===== config.mk =====
export PLATFORM = sky130hd
export DESIGN_NAME = load_queue
export DESIGN_NICKNAME = d
export VERILOG_FILES = /design/src/rtl/load_queue.sv
export SDC_FILE = /design/constraint.sdc
export NUM_CORES = 1
export LEC_CHECK = 0
export CAP_MARGIN = 5
export CORE_ASPECT_RATIO = 0.7
export CORE_UTILIZATION = 55
export DETAILED_ROUTE_END_ITERATION = 10
export GPL_ROUTABILITY_DRIVEN = 0
export HOLD_SLACK_MARGIN = 0.15
export PLACE_DENSITY = 0.88
export RECOVER_POWER = 25
export SYNTH_ARGS = -nofsm -noshare
export SYNTH_HDL_FRONTEND = slang
export SYNTH_SLANG_ARGS = --single-unit

===== constraint.sdc =====
create_clock -name clk_in -period 7.6 [get_ports clk_in]
set_input_delay 1.52 -clock clk_in [delete_from_list [all_inputs] [get_ports clk_in]]
set_output_delay 1.52 -clock clk_in [all_outputs]
set_load 0.005 [all_outputs]

===== src/rtl/load_queue.sv =====
// Load queue between dispatch and the memory unit.
// Buffers up to DEPTH loads, snoops the CDB for pending base operands and
// issues the oldest address-ready load through a registered valid/ready port.
module load_queue #(
    parameter int DEPTH    = 4,
    parameter int ROB_IX_W = 3
) (
    input  logic                        clk_in,
    input  logic                        rst_in,
    input  logic                        valid_input_in,
    output logic                        ready_out,
    input  logic [ROB_IX_W-1:0]         rob_ix_in,
    input  logic [2:0]                  funct3_in,
    input  logic                        base_valid_in,
    input  logic [31:0]                 base_in,
    input  logic [ROB_IX_W-1:0]         base_tag_in,
    input  logic [31:0]                 imm_in,
    input  logic                        cdb_valid_in,
    input  logic [ROB_IX_W-1:0]         cdb_tag_in,
    input  logic [31:0]                 cdb_data_in,
    input  logic                        flush_in,
    output logic                        mem_req_valid_out,
    input  logic                        mem_req_ready_in,
    output logic [31:0]                 mem_addr_out,
    output logic [2:0]                  mem_funct3_out,
    output logic [ROB_IX_W-1:0]         mem_rob_ix_out,
    output logic [$clog2(DEPTH+1)-1:0]  count_out
);

    localparam int IX_W  = $clog2(DEPTH);
    localparam int CNT_W = $clog2(DEPTH+1);

    typedef enum logic [1:0] {
        ENTRY_FREE,
        ENTRY_WAIT,
        ENTRY_READY
    } entry_state_e;

    // Age is a dense rank among occupied entries: 0 is the oldest.
    entry_state_e        state_q   [DEPTH];
    entry_state_e        state_d   [DEPTH];
    logic [IX_W-1:0]     age_q     [DEPTH];
    logic [IX_W-1:0]     age_d     [DEPTH];
    logic [31:0]         base_q    [DEPTH];
    logic [ROB_IX_W-1:0] tag_q     [DEPTH];
    logic [31:0]         imm_q     [DEPTH];
    logic [2:0]          funct3_q  [DEPTH];
    logic [ROB_IX_W-1:0] rob_ix_q  [DEPTH];

    logic                out_valid_q;
    logic [31:0]         out_addr_q;
    logic [2:0]          out_funct3_q;
    logic [ROB_IX_W-1:0] out_rob_ix_q;

    logic                has_free;
    logic [IX_W-1:0]     alloc_ix;
    logic                has_ready;
    logic [IX_W-1:0]     issue_ix;
    logic [IX_W-1:0]     issue_age;
    logic [CNT_W-1:0]    occupied;
    logic                load_out;
    logic                do_issue;
    logic                do_alloc;
    logic                dispatch_bypass;
    logic [CNT_W-1:0]    new_age_w;
    logic [DEPTH-1:0]    alloc_sel;
    logic [DEPTH-1:0]    capture_sel;

    // Scan current state: lowest free slot, oldest ready entry, occupancy.
    always_comb begin
        has_free  = 1'b0;
        alloc_ix  = '0;
        has_ready = 1'b0;
        issue_ix  = '0;
        issue_age = '0;
        occupied  = '0;
        for (int i = DEPTH - 1; i >= 0; i--) begin
            if (state_q[i] == ENTRY_FREE) begin
                has_free = 1'b1;
                alloc_ix = IX_W'(i);
            end
        end
        for (int i = 0; i < DEPTH; i++) begin
            if (state_q[i] != ENTRY_FREE) begin
                occupied = occupied + 1'b1;
            end
            if (state_q[i] == ENTRY_READY && (!has_ready || age_q[i] < issue_age)) begin
                has_ready = 1'b1;
                issue_ix  = IX_W'(i);
                issue_age = age_q[i];
            end
        end
    end

    // Decide whether the output register refills and whether dispatch is taken.
    always_comb begin
        load_out        = !out_valid_q || mem_req_ready_in;
        do_issue        = load_out && has_ready && !flush_in;
        do_alloc        = valid_input_in && has_free && !flush_in;
        dispatch_bypass = !base_valid_in && cdb_valid_in && (cdb_tag_in == base_tag_in);
        new_age_w       = occupied - CNT_W'(do_issue);
    end

    // Next state per entry: CDB wakeup, issue release with age compaction, allocation.
    always_comb begin
        for (int i = 0; i < DEPTH; i++) begin
            state_d[i]     = state_q[i];
            age_d[i]       = age_q[i];
            alloc_sel[i]   = 1'b0;
            capture_sel[i] = 1'b0;
            if (flush_in) begin
                state_d[i] = ENTRY_FREE;
            end else begin
                if (state_q[i] == ENTRY_WAIT && cdb_valid_in && tag_q[i] == cdb_tag_in) begin
                    state_d[i]     = ENTRY_READY;
                    capture_sel[i] = 1'b1;
                end
                if (do_issue) begin
                    if (issue_ix == IX_W'(i)) begin
                        state_d[i] = ENTRY_FREE;
                    end else if (state_q[i] != ENTRY_FREE && age_q[i] > issue_age) begin
                        age_d[i] = age_q[i] - 1'b1;
                    end
                end
                if (do_alloc && alloc_ix == IX_W'(i)) begin
                    state_d[i]   = (base_valid_in || dispatch_bypass) ? ENTRY_READY : ENTRY_WAIT;
                    age_d[i]     = new_age_w[IX_W-1:0];
                    alloc_sel[i] = 1'b1;
                end
            end
        end
    end

    // Entry state and age registers.
    always_ff @(posedge clk_in) begin
        if (rst_in) begin
            for (int i = 0; i < DEPTH; i++) begin
                state_q[i] <= ENTRY_FREE;
                age_q[i]   <= '0;
            end
        end else begin
            for (int i = 0; i < DEPTH; i++) begin
                state_q[i] <= state_d[i];
                age_q[i]   <= age_d[i];
            end
        end
    end

    // Entry payload: filled on allocation, base refreshed on CDB capture.
    always_ff @(posedge clk_in) begin
        for (int i = 0; i < DEPTH; i++) begin
            if (alloc_sel[i]) begin
                base_q[i]   <= base_valid_in ? base_in : cdb_data_in;
                tag_q[i]    <= base_tag_in;
                imm_q[i]    <= imm_in;
                funct3_q[i] <= funct3_in;
                rob_ix_q[i] <= rob_ix_in;
            end else if (capture_sel[i]) begin
                base_q[i] <= cdb_data_in;
            end
        end
    end

    // Output register: holds while stalled, otherwise takes the oldest ready load.
    always_ff @(posedge clk_in) begin
        if (rst_in) begin
            out_valid_q  <= 1'b0;
            out_addr_q   <= '0;
            out_funct3_q <= '0;
            out_rob_ix_q <= '0;
        end else if (flush_in) begin
            out_valid_q <= 1'b0;
        end else if (load_out) begin
            out_valid_q <= has_ready;
            if (has_ready) begin
                out_addr_q   <= base_q[issue_ix] + imm_q[issue_ix];
                out_funct3_q <= funct3_q[issue_ix];
                out_rob_ix_q <= rob_ix_q[issue_ix];
            end
        end
    end

    // Drive ports from current state only.
    always_comb begin
        ready_out         = has_free;
        count_out         = occupied;
        mem_req_valid_out = out_valid_q;
        mem_addr_out      = out_addr_q;
        mem_funct3_out    = out_funct3_q;
        mem_rob_ix_out    = out_rob_ix_q;
    end

endmodule


==> impl_results.md <==
- Fillers: 2138
- Sequential area share after synthesis: 58.9%
- WL per Instance: 24.1 microns
- Via density: 6.43
- # port buffers: 157
- First-pass GRT wire length: 71100 microns
- LEAKAGE: 6.76 nW
- Global Route Usage Sum: 30.0%
- Power Dens Cells: 209 nW/um^2
- Avg Synthesized Cell Area: 12.4 sq um
- RSZ-0062 raised after global routing: no
- FFs w/ async S/R, synth: 0%
- Clock Path Buffers: 3
- Met1 Use GR: 42.4%
- Die area: 31200 sq um
- Post-CTS setup buffers: 0
- Final setup viols: 0
- CP Data Arrival Time: 7610 ps
- Mapped Area: 16800 sq um
- Setup TNS: 0 ps
- Post-synth EDFFs: 292
- Post-DP HPWL: 29400 microns
- CTS Buf Count: 34
- Area growth syn-to-layout: 18.8%
- Nets: 1662
- Die Width: 211 microns
- Initial Util: 55.9%
- Fin area: 19900 sq um
- Yosys warns: 0
- Min cycle time layout: 7180 ps
- Via count: 12500
- CP max FO: 104
- WP data required: 8020 ps
- Final WL: 46600 microns
- FF+latch area: 9870 sq um
- VDD IR max: 0.129 mV
- FF+latch count, synth: 347
- Post-DRT Antenna Nets: 0
- Synth area leader: edfxtp_1
- CP endpoint kind: flop
- Htree depth: 2
- Syn nets: 1517
- Root Driver: clkbuf_16
- Hold Buf Count CTS: 0
- Final Hold Vio Count: 0
- GRT Max-Usage Layer: met2
- GRT overflow: 0
- Clock-pin slew of the registers on the worst-case setup and hold paths: 60 ps
- Largest net degree at the start of global routing: 105
- Multi-input gate area: 6590 sq um
- Insertion delay to the later sink of the worst-skew pair: 530 ps
- Distinct cells, synth: 70
- Tcrit/Tclk final: 94.5%
- Cell count after synthesis: 1355
- FP Rows: 53
- Initial antenna violation count: 1
- Slew Limit Fails: 0
- Rel. slew slack: 29.1%
- HP Class: reg -> reg
- Synth top cells by count: edfxtp_1 (292), mux2_2 (126), nor2_1 (99)
- Worst setup SP type: flop
- Top cells by area, synth: edfxtp_1 (52%), mux2_2 (8.5%), dfxtp_1 (6.6%), ha_1 (3.4%), o221a_2 (3.2%)
- FMAX: 139 MHz
- Iter 0 DRT Violations: 1597
- Drt pass-1 iters: 5
- Max-cap violations: 0
- M3 GR Usage: 6.52%
- Clock sink count: 347
- Ports: 158
- Area of the core: 30000 sq um
- Clock skew: 13.0 ps
- Post-synth top area share: 52.3%
- Height of the chip: 148 microns
- GR met2 Demand/Resource: 46.3%
- Kind of critical path: reg -> reg
- Tightest Pin Transition: 1060 ps
- Share of cells above drive strength 1: 17.7%
- Ant. Diodes: 0
- Status: complete, no violations
- Synth Flop Type: edfxtp_1
- Dominant cell by count in the synthesized netlist: edfxtp_1
- CTS tree: yes
- Vias in the first global route: 12300
- Area of placed instances: 18800 sq um
- Remaining DRCs: 0
==> cell usage in the layout, fill, tap and decap left out, types with 9 or more instances in the layout <==
master           count
a21o_1              16
dfxtp_1             55
a221o_1             16
clkbuf_1            15
nand2b_1            18
clkbuf_16           38
and3_1              11
nor2b_1             12
nor2_1              99
o21ai_1             11
buf_4               26
nand2_1             88
nand3_1             28
o221a_2             47
o21ai_0             73
clkdlybuf4s50_1    110
inv_1               18
edfxtp_1           292
a31oi_1              9
ha_1                46
xor2_1              18
dlygate4sd3_1       46
nor3_1              56
xnor2_1             24
a211oi_1            14
mux2_2             126
a21oi_1             75
==> final cells by class <==
cell class                 count  share of cell area [%]
multi-input combinational    911                    33.1
tap                          412                    2.59
clock buffer                  54                    5.13
sequential                   347                    49.6
timing repair buffer         184                    8.92
inverter                      22                   0.415
clock inverter                 8                   0.308
==> flip-flops by register name, indices dropped and copies added (netlist names) <==
signal             count
rob_ix_q              12
base_q               128
mem_funct3_out         3
tag_q                 12
mem_addr_out          32
funct3_q              12
mem_req_valid_out      1
mem_rob_ix_out         3
imm_q                128
state_q                8
age_q                  8
==> report_power, final <==
part | switching (mW) | internal [mW]
clock network | 0.706 | 0.958
logic | 0.209 | 0.188
registers | 0.0125 | 2.10
==> through the flow <==
stage	hold WS, ps	utilization, %	setup slack, ps	instances	total power [mW]
after global routing	478	66.4	11.1	1938	4.28
after CTS	464	66.4	233	1938	4.17
after global placement	445	62.8	685	1876	2.52
after detailed placement	455	62.8	272	1876	2.54
after floorplan	448	-	1290	1355	2.37
final	465	66.4	418	1938	4.17
==> layer usage <==
metal | part of all wire, % | wire (microns) | vias to the layer above
met4 | 2.9 | 1340 | 0
li1 | - | - | 5505
met1 | 40 | 18800 | 6013
met2 | 45 | 21000 | 841
met3 | 12 | 5470 | 103
met5 | 0 | 0 | -
==> logic make-up after synthesis <==
logic type                 count (synthesis)  synth area share, %
DFF                                      347                 58.9
AOI/OAI and AO/OA                        325                 13.8
muxes                                    134                 8.96
xor gates and xnor gates                  42                 2.19
adders and majority gates                 47                 3.55
buffers and inverters                     97                 2.19
and+or+nand+nor                          363                 10.4
==> worst paths after layout <==
check                                      from  slack, ps  cells after the start                            end
setup / recovery       state_q[0][1]$_SDFF_PP0_        420                     27  mem_addr_out[31]$_SDFFE_PP0P_
hold / removal    mem_addr_out[11]$_SDFFE_PP0P_        460                      2  mem_addr_out[11]$_SDFFE_PP0P_
setup reg to reg       state_q[0][1]$_SDFF_PP0_        420                     27  mem_addr_out[31]$_SDFFE_PP0P_
hold reg to reg   mem_addr_out[11]$_SDFFE_PP0P_        460                      2  mem_addr_out[11]$_SDFFE_PP0P_
==> critical path, cell delays in order, from the launching register on <==
cell	delay (ps)
dfxtp_1	430
and2b_1	210
nand2_1	110
ha_1	240
nor3b_1	430
o31a_1	230
a2bb2oi_2	90
a211oi_1	550
o31ai_4	150
nand2_1	100
o21ai_0	110
ha_1	310
nor2_1	50
a21oi_1	290
o22a_2	260
buf_8	470
o21ai_0	240
o221a_2	190
ha_1	330
o21a_1	140
o21ai_0	120
a2111o_1	400
a21boi_0	290
o21a_1	270
a31oi_1	240
a21o_1	240
or4_1	380
and3_1	170
==> what timing repair did <==
| item | in CTS | in global routing |
|---|---|---|
| hold endpoints to repair | 0 | 0 |
| gates resized for setup | 0 | 4 |
| endpoints found under the setup margin | 0 | 5 |
Note: power is estimated with default switching activity, not from simulation.
==> patch: new RTL, config.mk and constraints unchanged <==
The parameter `ROB_IX_W` goes from 3 to 5.
--- a/src/rtl/load_queue.sv
+++ b/src/rtl/load_queue.sv
@@ -4,5 +4,5 @@
 module load_queue #(
     parameter int DEPTH    = 4,
-    parameter int ROB_IX_W = 3
+    parameter int ROB_IX_W = 5
 ) (
     input  logic                        clk_in,
Interface: changed (resized base_tag_in, cdb_tag_in, mem_rob_ix_out and rob_ix_in); port bits go from 158 to 166. The function was not compared with the original's and may differ.
==> patch against the unedited design <==
  * Die area grew 4.6%
  * Synthesized cell count grew 1.5%
  * Total power grew 6.6%
  * Worst setup slack gained 0.077 ns
  * Wire length shrank 0.76%
  * Synthesized area grew 4.7%
  * Via count grew 0.24%
  * Count of clock-buffer cells in the layout shrank 5
  * Sequential cell count grew 18
  * Global-route usage shrank 1.6 points
  * Cell area grew 4.3%
==> patch: results (changes against the unedited design) <==
cell count of the worst reg-to-reg path=27 (unchanged); worst slack, placed=0.6788 ns (was 0.2719 ns); Final min period=7.105 ns (was 7.182 ns); Worst-Skew Late Latency=0.55 ns (was 0.53 ns); post-CTS sizing=0 (unchanged); CTS Buf Count=36 (was 34); Leak Pwr=0.007060 uW (was 0.006757 uW); WL met1=18.96 mm (was 18.83 mm); router iterations before antenna repair=8 (was 5); CP max stage delay=0.55 ns (about the same); vias per cell=6.354 (was 6.430); met2 Resource Use GR=45.87% (was 46.29%); Post-synth EDFFs=308 (was 292); clk_skew=0.02504 ns (was 0.01298 ns); crit path DAT=7.58 ns (was 7.61 ns); gr usage total=28.35% (was 29.95%); htree depth=2 (unchanged); sequential area share after synthesis=59.20% (was 58.86%); M3 GR Usage=5.749% (was 6.524%); HPWL after DPL=28.92 mm (was 29.41 mm); Worst Hold Class=flip-flop to flip-flop (unchanged); Post-Place Cells=1901 (was 1876); Worst-path clk slew=0.06 ns (about the same); Final nets=1687 (was 1662); Synth cell types=76 (was 70); Worst R2R Start=state_q[0][1]$_SDFF_PP0_ (unchanged); Initial DRC Count=1496 (was 1597); largest net degree at the start of global routing=101 (was 105); share of cells above drive strength 1=18.89% (was 17.69%); CP max stage cell=o41ai_2 (was a211oi_1); Port Buf Inserts=165 (was 157); status=finished clean (unchanged); Synth area leaders=edfxtp_1 (53%), mux2_2 (8.3%), dfxtp_1 (6.5%), ha_1 (3.3%), o221a_2 (2.8%) (was edfxtp_1 (52%), mux2_2 (8.5%), dfxtp_1 (6.6%), ha_1 (3.4%), o221a_2 (3.2%)); Worst slew margin=35.95% (was 29.07%); critical path class=flip-flop to flip-flop (unchanged); buffers inserted by post-CTS timing repair=0 (unchanged); Hold Startpoint=mem_addr_out[1]$_SDFFE_PP0P_ (was mem_addr_out[11]$_SDFFE_PP0P_); Post-Syn Nets=1544 (was 1517); global-route wire length before repair=70.31 mm (was 71.11 mm); Final Instance Count excl. Fillers=1966 (was 1938); most frequent cells after synthesis=edfxtp_1 (308), mux2_2 (129), nor2_1 (92) (was edfxtp_1 (292), mux2_2 (126), nor2_1 (99)); met1 GRT Util=39.11% (was 42.41%); Warnings, synthesis=0 (unchanged); Top Layer Used=met4 (unchanged); vias in the first global route=12190 (was 12270); drt total wl=46.27 mm (was 46.62 mm); # Max-Cap Violations=0 (unchanged); Worst Setup EP=mem_addr_out[28]$_SDFFE_PP0P_ (was mem_addr_out[31]$_SDFFE_PP0P_); CP max FO=100 (was 104); Post-DP Area=19570 um^2 (was 18820 um^2); metal3 WL=4.849 mm (was 5.472 mm); async set-reset flop share out of synthesis=0% (unchanged); Mean Syn Cell Area=12.76 um^2 (was 12.38 um^2); clock buffer depth=3 (unchanged); Ant. Diodes=0 (unchanged); prevailing post-synth register cell=edfxtp_1 (unchanged); initial antenna violation count=0 (was 1); WL met2=21.41 mm (was 20.98 mm); kind of cell adding the most delay to the critical path=compound AO/OA/AOI/OAI gates (unchanged); Worst VDD drop=0.1633 mV (was 0.1289 mV)
## patch: cell count changes after synthesis, moves of 9 or more
cell,before,now
edfxtp_1,292,308
o21ai_0,73,63
a21o_1,16,29
a21oi_1,75,84
buf_1,19,6
nand3_1,29,38
o21ai_1,12,3
buf_2,3,34
xnor2_1,24,37
clkbuf_1,53,38
## patch: cells by family (layout without fill, tap and decap cells)
| logic type | after synthesis | count (layout) | synth area share, % |
|---|---|---|---|
| adders and majority gates | 47 | 47 | 3.393 |
| DFF | 365 | 365 | 59.20 |
| and+or+nand+nor | 345 | 345 | 9.567 |
| AOI/OAI and AO/OA | 324 | 324 | 13.88 |
| muxes | 131 | 131 | 8.397 |
| xor gates and xnor gates | 57 | 57 | 2.844 |
| buffers and inverters | 107 | 277 | 2.723 |
## patch: worst min-delay path by stage
stage / endpoint / slack (ns) / cells past startpoint
detailed placement: mem_addr_out[10]$_SDFFE_PP0P_ / 0.45 / 2
finish: mem_addr_out[1]$_SDFFE_PP0P_ / 0.46 / 2
floorplan: mem_addr_out[10]$_SDFFE_PP0P_ / 0.45 / 2
global route: mem_addr_out[22]$_SDFFE_PP0P_ / 0.49 / 2
global placement: mem_addr_out[12]$_SDFFE_PP0P_ / 0.44 / 2
CTS: mem_addr_out[10]$_SDFFE_PP0P_ / 0.46 / 2
## patch: cell type report
type                       count  area [um^2]
clock inverter                16        205.2
sequential                   365        10390
clock buffer                  49         1001
multi-input combinational    904         6720
tap                          420        525.5
inverter                      22        82.58
timing repair buffer         190         1847
fill                        2202        10510
## patch: report_power, final
group / internal, uW / switching [uW] / leakage [uW]
clock network: 1090 / 745 / 0.000589
logic: 189 / 199 / 0.00321
registers: 2210 / 11.8 / 0.00326
